<file path="src/rtl/ecc_apb_job_master_if.sv">
// Job, APB, slave-status and result signals of the ECC APB job master.
// The master modport is the job master itself; the slave modport is the
// environment (job source, APB slave, result consumer).
interface ecc_apb_job_master_if #(
   parameter int AMBA_ADDR_WIDTH = 20,
   parameter int AMBA_WORD       = 32,
   parameter int DATA_WIDTH      = 32
);
   logic                       job_valid;
   logic                       job_ready;
   logic [1:0]                 job_ctrl;
   logic [1:0]                 job_width;
   logic [AMBA_WORD-1:0]       job_data;
   logic [AMBA_WORD-1:0]       job_noise;
   logic [AMBA_ADDR_WIDTH-1:0] PADDR;
   logic [AMBA_WORD-1:0]       PWDATA;
   logic                       PSEL;
   logic                       PENABLE;
   logic                       PWRITE;
   logic                       operation_done;
   logic [DATA_WIDTH-1:0]      data_out;
   logic [1:0]                 num_of_errors;
   logic                       res_valid;
   logic                       res_ready;
   logic [DATA_WIDTH-1:0]      res_data;
   logic [1:0]                 res_errors;
   logic [1:0]                 res_status;
   logic [15:0]                job_count;

   modport master (
      input  job_valid, job_ctrl, job_width, job_data, job_noise,
      input  operation_done, data_out, num_of_errors, res_ready,
      output job_ready, PADDR, PWDATA, PSEL, PENABLE, PWRITE,
      output res_valid, res_data, res_errors, res_status, job_count
   );

   modport slave (
      output job_valid, job_ctrl, job_width, job_data, job_noise,
      output operation_done, data_out, num_of_errors, res_ready,
      input  job_ready, PADDR, PWDATA, PSEL, PENABLE, PWRITE,
      input  res_valid, res_data, res_errors, res_status, job_count
   );
endinterface

</file>
<file path="src/rtl/ecc_apb_job_master.sv">
// ECC APB job master: takes one job, writes the slave registers over APB
// (CTRL last, since that write starts the slave), waits for operation_done
// under a watchdog and presents the captured result.
//
// state       | meaning
// ------------+------------------------------------------------------------
// S_IDLE      | ready for a job
// S_SETUP     | APB setup phase for register index idx_q
// S_ACCESS    | APB access phase for register index idx_q
// S_WAIT_DONE | waiting for operation_done, watchdog counting down
// S_RESULT    | result presented until res_ready
module ecc_apb_job_master #(
   parameter int                         AMBA_ADDR_WIDTH = 20,
   parameter int                         AMBA_WORD       = 32,
   parameter int                         DATA_WIDTH      = 32,
   parameter logic [AMBA_ADDR_WIDTH-1:0] BASE_ADDR       = '0,
   parameter int                         TIMEOUT         = 64
) (
   input  logic                  clk,
   input  logic                  rst,
   ecc_apb_job_master_if.master  bus
);
   localparam int WD_W = (TIMEOUT > 2) ? $clog2(TIMEOUT) : 1;

   typedef enum logic [2:0] {
      S_IDLE, S_SETUP, S_ACCESS, S_WAIT_DONE, S_RESULT
   } state_t;

   state_t                     state, state_nxt;
   logic [1:0]                 ctrl_q;
   logic [AMBA_WORD-1:0]       data_q, noise_q;
   logic [1:0]                 idx_q, idx_nxt;
   logic [WD_W-1:0]            wd_q;
   logic [AMBA_ADDR_WIDTH-1:0] paddr_q, paddr_nxt;
   logic [AMBA_WORD-1:0]       pwdata_q, pwdata_nxt;
   logic [DATA_WIDTH-1:0]      res_data_q;
   logic [1:0]                 res_errors_q, res_status_q;
   logic [15:0]                job_count_q;
   logic                       ld_job, ld_apb, wd_ld;
   logic                       cap_done, cap_to, cap_ill, cnt_inc;

   // State register
   always_ff @(posedge clk or negedge rst) begin
      if (!rst) state <= S_IDLE;
      else      state <= state_nxt;
   end

   // Next state and datapath strobes; index 2 (NOISE) only for full channel
   always_comb begin
      state_nxt = state;
      idx_nxt   = idx_q;
      ld_job    = 1'b0;
      ld_apb    = 1'b0;
      wd_ld     = 1'b0;
      cap_done  = 1'b0;
      cap_to    = 1'b0;
      cap_ill   = 1'b0;
      cnt_inc   = 1'b0;
      case (state)
         S_IDLE: begin
            if (bus.job_valid) begin
               ld_job = 1'b1;
               if (bus.job_ctrl == 2'b11) begin
                  cap_ill   = 1'b1;
                  state_nxt = S_RESULT;
               end else begin
                  ld_apb    = 1'b1;
                  idx_nxt   = 2'd0;
                  state_nxt = S_SETUP;
               end
            end
         end
         S_SETUP: state_nxt = S_ACCESS;
         S_ACCESS: begin
            if (idx_q == 2'd3) begin
               wd_ld     = 1'b1;
               state_nxt = S_WAIT_DONE;
            end else begin
               ld_apb    = 1'b1;
               idx_nxt   = (idx_q == 2'd1 && ctrl_q != 2'b10) ? 2'd3 : idx_q + 2'd1;
               state_nxt = S_SETUP;
            end
         end
         S_WAIT_DONE: begin
            if (bus.operation_done) begin
               cap_done  = 1'b1;
               state_nxt = S_RESULT;
            end else if (wd_q == '0) begin
               cap_to    = 1'b1;
               state_nxt = S_RESULT;
            end
         end
         S_RESULT: begin
            if (bus.res_ready) begin
               cnt_inc   = 1'b1;
               state_nxt = S_IDLE;
            end
         end
         default: state_nxt = S_IDLE;
      endcase
   end

   // Register address/data for the index about to be set up; width comes
   // straight from the handshake because index 0 is only loaded from IDLE
   always_comb begin
      paddr_nxt  = BASE_ADDR;
      pwdata_nxt = '0;
      case (idx_nxt)
         2'd0: begin
            paddr_nxt  = BASE_ADDR + AMBA_ADDR_WIDTH'(8);
            pwdata_nxt = AMBA_WORD'(bus.job_width);
         end
         2'd1: begin
            paddr_nxt  = BASE_ADDR + AMBA_ADDR_WIDTH'(4);
            pwdata_nxt = data_q;
         end
         2'd2: begin
            paddr_nxt  = BASE_ADDR + AMBA_ADDR_WIDTH'(12);
            pwdata_nxt = noise_q;
         end
         default: begin
            paddr_nxt  = BASE_ADDR;
            pwdata_nxt = AMBA_WORD'(ctrl_q);
         end
      endcase
   end

   // Job latch, APB address/data hold, watchdog down-counter, result capture
   always_ff @(posedge clk or negedge rst) begin
      if (!rst) begin
         ctrl_q       <= '0;
         data_q       <= '0;
         noise_q      <= '0;
         idx_q        <= '0;
         wd_q         <= '0;
         paddr_q      <= '0;
         pwdata_q     <= '0;
         res_data_q   <= '0;
         res_errors_q <= '0;
         res_status_q <= '0;
         job_count_q  <= '0;
      end else begin
         if (ld_job) begin
            ctrl_q  <= bus.job_ctrl;
            data_q  <= bus.job_data;
            noise_q <= bus.job_noise;
         end
         if (ld_apb) begin
            idx_q    <= idx_nxt;
            paddr_q  <= paddr_nxt;
            pwdata_q <= pwdata_nxt;
         end
         if (wd_ld)
            wd_q <= WD_W'(TIMEOUT - 1);
         else if (state == S_WAIT_DONE && wd_q != '0)
            wd_q <= wd_q - 1'b1;
         if (cap_done) begin
            res_data_q   <= bus.data_out;
            res_errors_q <= bus.num_of_errors;
            res_status_q <= 2'b00;
         end else if (cap_to || cap_ill) begin
            res_data_q   <= '0;
            res_errors_q <= '0;
            res_status_q <= cap_to ? 2'b01 : 2'b10;
         end
         if (cnt_inc)
            job_count_q <= job_count_q + 16'd1;
      end
   end

   assign bus.job_ready  = (state == S_IDLE);
   assign bus.PSEL       = (state == S_SETUP) || (state == S_ACCESS);
   assign bus.PENABLE    = (state == S_ACCESS);
   assign bus.PWRITE     = bus.PSEL;
   assign bus.PADDR      = paddr_q;
   assign bus.PWDATA     = pwdata_q;
   assign bus.res_valid  = (state == S_RESULT);
   assign bus.res_data   = res_data_q;
   assign bus.res_errors = res_errors_q;
   assign bus.res_status = res_status_q;
   assign bus.job_count  = job_count_q;
endmodule

</file>
<file path="src/flat_wrapper.sv">
// flat-port wrapper written by rule: the top's interface ports become plain ports
module ecc_apb_job_master_flat 
#(
   parameter int                         AMBA_ADDR_WIDTH = 20,
   parameter int                         AMBA_WORD       = 32,
   parameter int                         DATA_WIDTH      = 32,
   parameter logic [AMBA_ADDR_WIDTH-1:0] BASE_ADDR       = '0,
   parameter int                         TIMEOUT         = 64
)
  (clk, rst, bus_job_valid, bus_job_ctrl, bus_job_width, bus_job_data, bus_job_noise, bus_operation_done, bus_data_out, bus_num_of_errors, bus_res_ready, bus_job_ready, bus_PADDR, bus_PWDATA, bus_PSEL, bus_PENABLE, bus_PWRITE, bus_res_valid, bus_res_data, bus_res_errors, bus_res_status, bus_job_count);
  ecc_apb_job_master_if #(.AMBA_ADDR_WIDTH(AMBA_ADDR_WIDTH), .AMBA_WORD(AMBA_WORD), .DATA_WIDTH(DATA_WIDTH)) bus_i ();
  input  logic clk;
  input  logic rst;
  input wire logic [$bits(bus_i.job_valid)-1:0] bus_job_valid;
  input wire logic [$bits(bus_i.job_ctrl)-1:0] bus_job_ctrl;
  input wire logic [$bits(bus_i.job_width)-1:0] bus_job_width;
  input wire logic [$bits(bus_i.job_data)-1:0] bus_job_data;
  input wire logic [$bits(bus_i.job_noise)-1:0] bus_job_noise;
  input wire logic [$bits(bus_i.operation_done)-1:0] bus_operation_done;
  input wire logic [$bits(bus_i.data_out)-1:0] bus_data_out;
  input wire logic [$bits(bus_i.num_of_errors)-1:0] bus_num_of_errors;
  input wire logic [$bits(bus_i.res_ready)-1:0] bus_res_ready;
  output wire logic [$bits(bus_i.job_ready)-1:0] bus_job_ready;
  output wire logic [$bits(bus_i.PADDR)-1:0] bus_PADDR;
  output wire logic [$bits(bus_i.PWDATA)-1:0] bus_PWDATA;
  output wire logic [$bits(bus_i.PSEL)-1:0] bus_PSEL;
  output wire logic [$bits(bus_i.PENABLE)-1:0] bus_PENABLE;
  output wire logic [$bits(bus_i.PWRITE)-1:0] bus_PWRITE;
  output wire logic [$bits(bus_i.res_valid)-1:0] bus_res_valid;
  output wire logic [$bits(bus_i.res_data)-1:0] bus_res_data;
  output wire logic [$bits(bus_i.res_errors)-1:0] bus_res_errors;
  output wire logic [$bits(bus_i.res_status)-1:0] bus_res_status;
  output wire logic [$bits(bus_i.job_count)-1:0] bus_job_count;
  assign bus_i.job_valid = bus_job_valid;
  assign bus_i.job_ctrl = bus_job_ctrl;
  assign bus_i.job_width = bus_job_width;
  assign bus_i.job_data = bus_job_data;
  assign bus_i.job_noise = bus_job_noise;
  assign bus_i.operation_done = bus_operation_done;
  assign bus_i.data_out = bus_data_out;
  assign bus_i.num_of_errors = bus_num_of_errors;
  assign bus_i.res_ready = bus_res_ready;
  assign bus_job_ready = bus_i.job_ready;
  assign bus_PADDR = bus_i.PADDR;
  assign bus_PWDATA = bus_i.PWDATA;
  assign bus_PSEL = bus_i.PSEL;
  assign bus_PENABLE = bus_i.PENABLE;
  assign bus_PWRITE = bus_i.PWRITE;
  assign bus_res_valid = bus_i.res_valid;
  assign bus_res_data = bus_i.res_data;
  assign bus_res_errors = bus_i.res_errors;
  assign bus_res_status = bus_i.res_status;
  assign bus_job_count = bus_i.job_count;
  ecc_apb_job_master #(.AMBA_ADDR_WIDTH(AMBA_ADDR_WIDTH), .AMBA_WORD(AMBA_WORD), .DATA_WIDTH(DATA_WIDTH), .BASE_ADDR(BASE_ADDR), .TIMEOUT(TIMEOUT)) u_core (.clk(clk), .rst(rst), .bus(bus_i));
endmodule
</file>
<file path="config.mk">
export PLATFORM = sky130hd
export DESIGN_NAME = ecc_apb_job_master_flat
export DESIGN_NICKNAME = d
export VERILOG_FILES = /design/src/rtl/ecc_apb_job_master_if.sv /design/src/rtl/ecc_apb_job_master.sv /design/src/flat_wrapper.sv
export SDC_FILE = /design/constraint.sdc
export NUM_CORES = 1
export LEC_CHECK = 0
export ABC_AREA = 1
export ABC_CLOCK_PERIOD_IN_PS = 3500
export CORE_MARGIN = 8
export CORE_UTILIZATION = 30
export DETAILED_ROUTE_END_ITERATION = 8
export GPL_TIMING_DRIVEN = 1
export PLACE_DENSITY = 0.64
export SYNTH_ARGS = -nofsm -noshare
export SYNTH_HDL_FRONTEND = slang
export SYNTH_SLANG_ARGS = --single-unit
</file>
<file path="constraint.sdc">
create_clock -name clk -period 3.5 [get_ports clk]
set_input_delay 0.35 -clock clk [delete_from_list [all_inputs] [get_ports clk]]
set_output_delay 0.35 -clock clk [all_outputs]
set_load 0.02 [all_outputs]
</file>
==> run_results.csv, run 1 <==
group,metric,value,unit
outcome,status,"complete, but fails checks",
outcome,violations,"negative hold slack",
timing,fin_skew,9.01,ps
finish,synthToLayoutAreaGrowth,37.3,%
synthesis,synthesis.area,7340,sq um
finish,design_area,10100,sq um
synthesis,synthTopCellsByArea,"dfrtp_1, nand2_1, o21ai_0",
die,row_count,57,
global_routing,grt_max_degree,130,
cts,root_buffer,"clkbuf_16",
critical_path,path_class,"reg2reg",
synthesis,postSynthAreaPerCell,8.55,sq um
timing,max_freq,0.424,GHz
die,ios,216,
timing,finalSetupViolations,0,
cts,h-tree-depth,4,
route,routed_wl,21.2,mm
timing,maxSlewViolCount,0,
critical_path,crit_family,"compound AO/OA/AOI/OAI gates",
cts,cts_resized,0,
synthesis,ys_seq_area_frac,0.555,
job,cap_violations,0,
place,place.gp.congestion,0.782,
critical_path,cp.buffers_inverters,3,
critical_path,cp-start-kind,"flip-flop",
timing,fin_crit,2360,ps
route,drc_errors,0,
cts,ctsHoldBuffers,0,
synthesis,synth_cells,859,
timing,rsz0062_at_grt,"no",
synthesis,synth_cell_types,28,
power_and_ir_drop,p_leak,4.77,nW
die,die-height,172,um
critical_path,path_cells,"nor2_2, nand2_1, nor2_1, o21ai_0, inv_1, ha_1, inv_1, buf_4, o22ai_1, nand3_1, nand2_1",
place,dpl.hpwl,14.9,mm
die,die_area,29700,sq um
min_path,hold_path.class,"in2async",
critical_path,critical_path.max_fanout,30,
global_routing,grt_use_met1,0.180,
route,drt_iter0_markers,462,
global_routing,met3_usage,0.0304,
cts,cts_tree,"yes",
global_routing,grt_busiest_layer,"met2",
global_routing,antenna_found_initial,1,
timing,fin_crit_sh,0.674,
route,via_per_inst,4.47,
die,die_x,172,um
synthesis,synth-edff-count,0,
synthesis,synth_ff_type,"dfrtp_1",
cts,clock_path_buffers,2,
synthesis,yosys.area.top_type,"dfrtp_1",
finish,fin_cells,1378,
die,start_util,0.304,
timing,hold_ws,-9.49,ps
cts,cts_buffers,17,
global_routing,grt_pass1_vias,6164,
critical_path,slowest_delay,460,ps
cts,clkLatencyLatePin,420,ps
timing,setup_tns,0,ps
place,postPlaceCellArea,9470,sq um
place,place_ws,926,ps
critical_path,crit_arrival,2680,ps
synthesis,synth.top_cells.by_count,"nand2_1, dfrtp_1, inv_1",
global_routing,grt_remaining_overflow,0,
timing,slew_headroom,0.257,
finish,drive_gt1_frac,0.0532,
critical_path,cp-end-kind,"flip-flop",
route,num_vias,6160,
place,post-place-cells,1345,
cts,path_clk_slew,70,ps
timing,hold_viol_final,3,
finish,fin_nets,1153,
timing,setup_slack,1140,ps
global_routing,met2_usage,0.234,
synthesis,synth_top_area_frac,0.555,
critical_path,slowest_stage,"dfrtp_1",
power_and_ir_drop,power.density,845,nW/um^2
synthesis,synth_warnings,0,
global_routing,globalRouteTotalUtil,0.143,
synthesis,synthArstFlopShare,1.00,
route,dr.pass1.iters,4,
timing,worst_pin_slew,1110,ps
synthesis,synth_seq_cells,163,
cts,cts_setup_buffers,0,
cts,clkSinkCount,163,
place,portBuffers,197,
power_and_ir_drop,ir_worst_vdd,399,uV
synthesis,yosysMostFrequentCell,"nand2_1",
route,drtAntennaViolNets,0,
critical_path,crit_required,3820,ps
die,core_area,24200,sq um
global_routing,grt_pass1_wl,33.4,mm
route,avgRoutedWirePerCell,15.4,um
==> layout make-up <==
cell class	count	area (sq um)
well taps	324	405
clock buffers	17	425
clock inverters	15	191
diodes	1	2.50
multi-input cells	555	2570
fillers	2415	14100
repair buffers	208	2060
flip-flops and latches	163	4080
inverters	95	359
==> logic make-up (layout without fill, tap and decap cells) <==
logic type                 Yosys count  in the layout  synth area share
adders and majority gates            6              6            0.0102
AOI/OAI and AO/OA                  111            111            0.0823
and+or+nand+nor                    410            410             0.236
other                                1             19          0.000511
buffers and inverters              158            335             0.104
xor gates and xnor gates            10             10            0.0119
DFF                                163            163             0.555
==> cell usage in the layout, fill, tap and decap left out, drive strengths merged, types with 2 or more instances in the layout <==
cell / count
nand2: 288
inv: 99
o22ai: 32
o21ai: 76
clkbuf: 17
xor2: 4
clkinv: 9
ha: 6
dfrtp: 163
o211ai: 2
clkdlybuf4s50: 196
buf: 12
nand4: 41
conb: 18
nand3: 50
nor2: 29
xnor2: 6
==> stage by stage <==
stage,utilization,power (mW)
6_report,0.417,8.53
5_1_grt,0.417,9.17
4_1_cts,0.417,8.67
2_1_floorplan,-,5.27
3_3_place_gp,0.392,6.63
3_5_place_dp,0.392,6.71
==> report_power, final <==
part / internal, mW / switching (mW) / total [mW]
sequential: 2.64 / 0.361 / 3.00
clock: 1.03 / 0.878 / 1.91
combinational: 1.40 / 2.22 / 3.62
total: 5.06 / 3.46 / 8.53
==> state kept, by name (all words and copies together), names as in the netlist <==
| register | flops |
|---|---|
| u_core.bus.PADDR | 2 |
| u_core.state | 3 |
| u_core.bus.PWDATA | 32 |
| u_core.data_q | 32 |
| u_core.bus.res_errors | 2 |
| u_core.idx_q | 2 |
| u_core.noise_q | 32 |
| u_core.wd_q | 6 |
| u_core.bus.res_status | 2 |
| u_core.ctrl_q | 2 |
| u_core.bus.res_data | 32 |
| u_core.bus.job_count | 16 |
==> routing by layer <==
metal	vias up	share of wire
li1	3086	-
met1	2896	0.43
met2	147	0.49
met3	31	0.049
met4	0	0.028
met5	-	0
==> worst paths after layout <==
path / slack (ps) / end / depth (start not counted) / startpoint
setup / recovery: 1140 / u_core.bus.PWDATA[20] / 11 / u_core.state[2]
hold / removal: -9 / u_core.noise_q[9] / 1 / rst
min in group clk: 460 / u_core.bus.res_data[3] / 3 / bus_data_out[3]
setup reg to reg: 1140 / u_core.bus.PWDATA[20] / 11 / u_core.state[2]
max in group asynchronous: 2510 / u_core.bus.res_data[16] / 2 / rst
hold reg to reg: 470 / u_core.bus.PADDR[2] / 2 / u_core.bus.PADDR[2]
(Power assumes the default switching activity.)
==> run 2: changes to the inputs <==
--- a/config.mk
+++ b/config.mk
@@ -6,7 +6,7 @@
 export NUM_CORES = 1
 export LEC_CHECK = 0
 export ABC_AREA = 1
-export ABC_CLOCK_PERIOD_IN_PS = 3500
+export ABC_CLOCK_PERIOD_IN_PS = 2400
 export CORE_MARGIN = 8
 export CORE_UTILIZATION = 30
 export DETAILED_ROUTE_END_ITERATION = 8
==> constraint.sdc (replaced) <==
create_clock -name clk -period 2.4 [get_ports clk]
set_input_delay 0.24 -clock clk [delete_from_list [all_inputs] [get_ports clk]]
set_output_delay 0.24 -clock clk [all_outputs]
set_load 0.02 [all_outputs]
==> run_results.csv, run 2 (synthesis results as in run 1) <==
group,metric,value,unit
route,drc_errors,0,
cts,clock_path_buffers,2,
finish,design_area,10200,sq um
die,ios,216,
timing,max_freq,0.464,GHz
route,via_per_inst,4.51,
route,num_vias,6234,
finish,layout_commonest_cell,"nand2_1",
critical_path,cp.buffers_inverters,3,
global_routing,antenna_found_initial,1,
critical_path,crit_arrival,1920,ps
place,dpl.hpwl,14.9,mm
timing,setup_tns,0,ps
critical_path,cp-end-kind,"output port",
critical_path,cp-start-kind,"flip-flop",
cts,clkLatencyLatePin,420,ps
global_routing,grt_pass1_wl,34.1,mm
power_and_ir_drop,switchingPower,5.02,mW
finish,drive_gt1_frac,0.0558,
timing,maxSlewViolCount,0,
cts,path_clk_slew,70,ps
critical_path,slowest_delay,620,ps
die,die-height,172,um
global_routing,grt_pass1_vias,6257,
critical_path,ff2ff_setup_slack,260,ps
cts,h-tree-depth,4,
global_routing,globalRouteTotalUtil,0.145,
timing,hold_viol_final,0,
critical_path,path_class,"reg2out",
place,portBuffers,197,
timing,slew_headroom,0.613,
timing,fin_skew,10.9,ps
critical_path,slowest_stage,"clkdlybuf4s50_1",
critical_path,path_cells,"buf_4, inv_1, nand3_1, nand2_1, clkdlybuf4s50_1",
timing,rsz0062_at_grt,"no",
power_and_ir_drop,ir_worst_vdd,598,uV
critical_path,crit_family,"buffers and inverters",
route,avgRoutedWirePerCell,15.5,um
cts,cts_buffers,17,
die,core_area,24200,sq um
power_and_ir_drop,p_leak,4.80,nW
finish,synthToLayoutAreaGrowth,38.3,%
die,start_util,0.304,
timing,finalSetupViolations,0,
timing,fin_crit,2160,ps
die,die_x,172,um
power_and_ir_drop,seq_power_share,0.348,
cts,cts_tree,"yes",
power_and_ir_drop,power.density,1240,nW/um^2
timing,worst_pin_slew,579,ps
min_path,hold_path.class,"in2async",
power_and_ir_drop,p_int,7.53,mW
power_and_ir_drop,pwr-share-comb,0.433,
cts,root_buffer,"clkbuf_16",
timing,fin_crit_sh,0.898,
outcome,status,"finished, final reports clean",
route,drtAntennaViolNets,0,
route,drt_iter0_markers,524,
global_routing,grt_remaining_overflow,0,
power_and_ir_drop,p_clk_frac,0.219,
global_routing,grt_max_degree,130,
finish,layout_common_cells,"nand2_1, clkdlybuf4s50_1, dfrtp_1",
die,row_count,57,
place,place.gp.congestion,0.763,
die,die_area,29700,sq um
power_and_ir_drop,switching_share,0.400,
job,cap_violations,0,
critical_path,crit_required,2160,ps
route,routed_wl,21.5,mm
critical_path,critical_path.max_fanout,4,
cts,clkSinkCount,163,
place,postPlaceCellArea,9550,sq um
route,dr.pass1.iters,5,
finish,fin_nets,1157,
-- run 2: path summary, 6_finish.rpt --
kind | from | cells after the start | to
max in group asynchronous | rst | 3 | u_core.bus.res_data[2]
max reg2reg | u_core.state[0] | 12 | u_core.bus.PWDATA[24]
min | rst | 2 | u_core.data_q[8]
min in group clk | bus_data_out[3] | 3 | u_core.bus.res_data[3]
min reg2reg | u_core.bus.PADDR[2] | 2 | u_core.bus.PADDR[2]
max | u_core.state[2] | 5 | bus_PSEL
-- run 2: layout make-up --
type | instances | area [sq um]
Antenna cell | 1 | 2.50
Clock buffer | 19 | 453
Clock inverter | 13 | 139
Fill cell | 2419 | 14000
Inverter | 95 | 359
Multi-Input combinational cell | 555 | 2570
Sequential cell | 163 | 4080
Tap cell | 324 | 405
Timing Repair Buffer | 212 | 2150
-- run 2: power by group through the flow --
stage | logic (mW) | clock network [mW] | registers (mW)
3_3_place_gp | 5.39 | 0 | 4.39
6_report | 5.44 | 2.75 | 4.37
4_1_cts | 5.52 | 2.83 | 4.37
5_1_grt | 6.05 | 2.95 | 4.49
3_5_place_dp | 5.50 | 0 | 4.41
2_1_floorplan | 2.82 | 0 | 4.88
-- run 2: worst reg2reg max path, delay by kind of cell (launching register included) --
family | cells | cell delay, ps
simple gates | 6 | 650
flops | 1 | 420
buf+inv | 3 | 410
compound gates | 2 | 330
fa+ha+maj | 1 | 230
-- run 2: what timing repair did --
action	4_1_cts	5_1_grt
gates resized for setup	0	2
endpoints found under the setup margin	0	8
buffers inserted	0	0
hold buffers	1	0
endpoints found under the hold margin	49	0
-- run 2: stage by stage --
stage / std cells / hold WS [ps] / utilization / total power [mW] / worst slack, ps
2_1_floorplan: 876 / -55.6 / - / 7.69 / 348
3_3_place_gp: 1348 / 231 / 0.395 / 9.78 / 145
3_5_place_dp: 1348 / 232 / 0.395 / 9.90 / 87.6
4_1_cts: 1381 / 332 / 0.420 / 12.7 / 212
5_1_grt: 1382 / 341 / 0.420 / 13.5 / 27.9
6_report: 1382 / 327 / 0.420 / 12.5 / 244
-- run 2: per-layer routing --
metal	up-vias	global-route usage	routed length (um)
met2	140	0.239	10600
met5	-	0	0
met4	0	0.0495	404
met3	22	0.0342	1120
li1	3091	-	-
met1	2981	0.185	9310
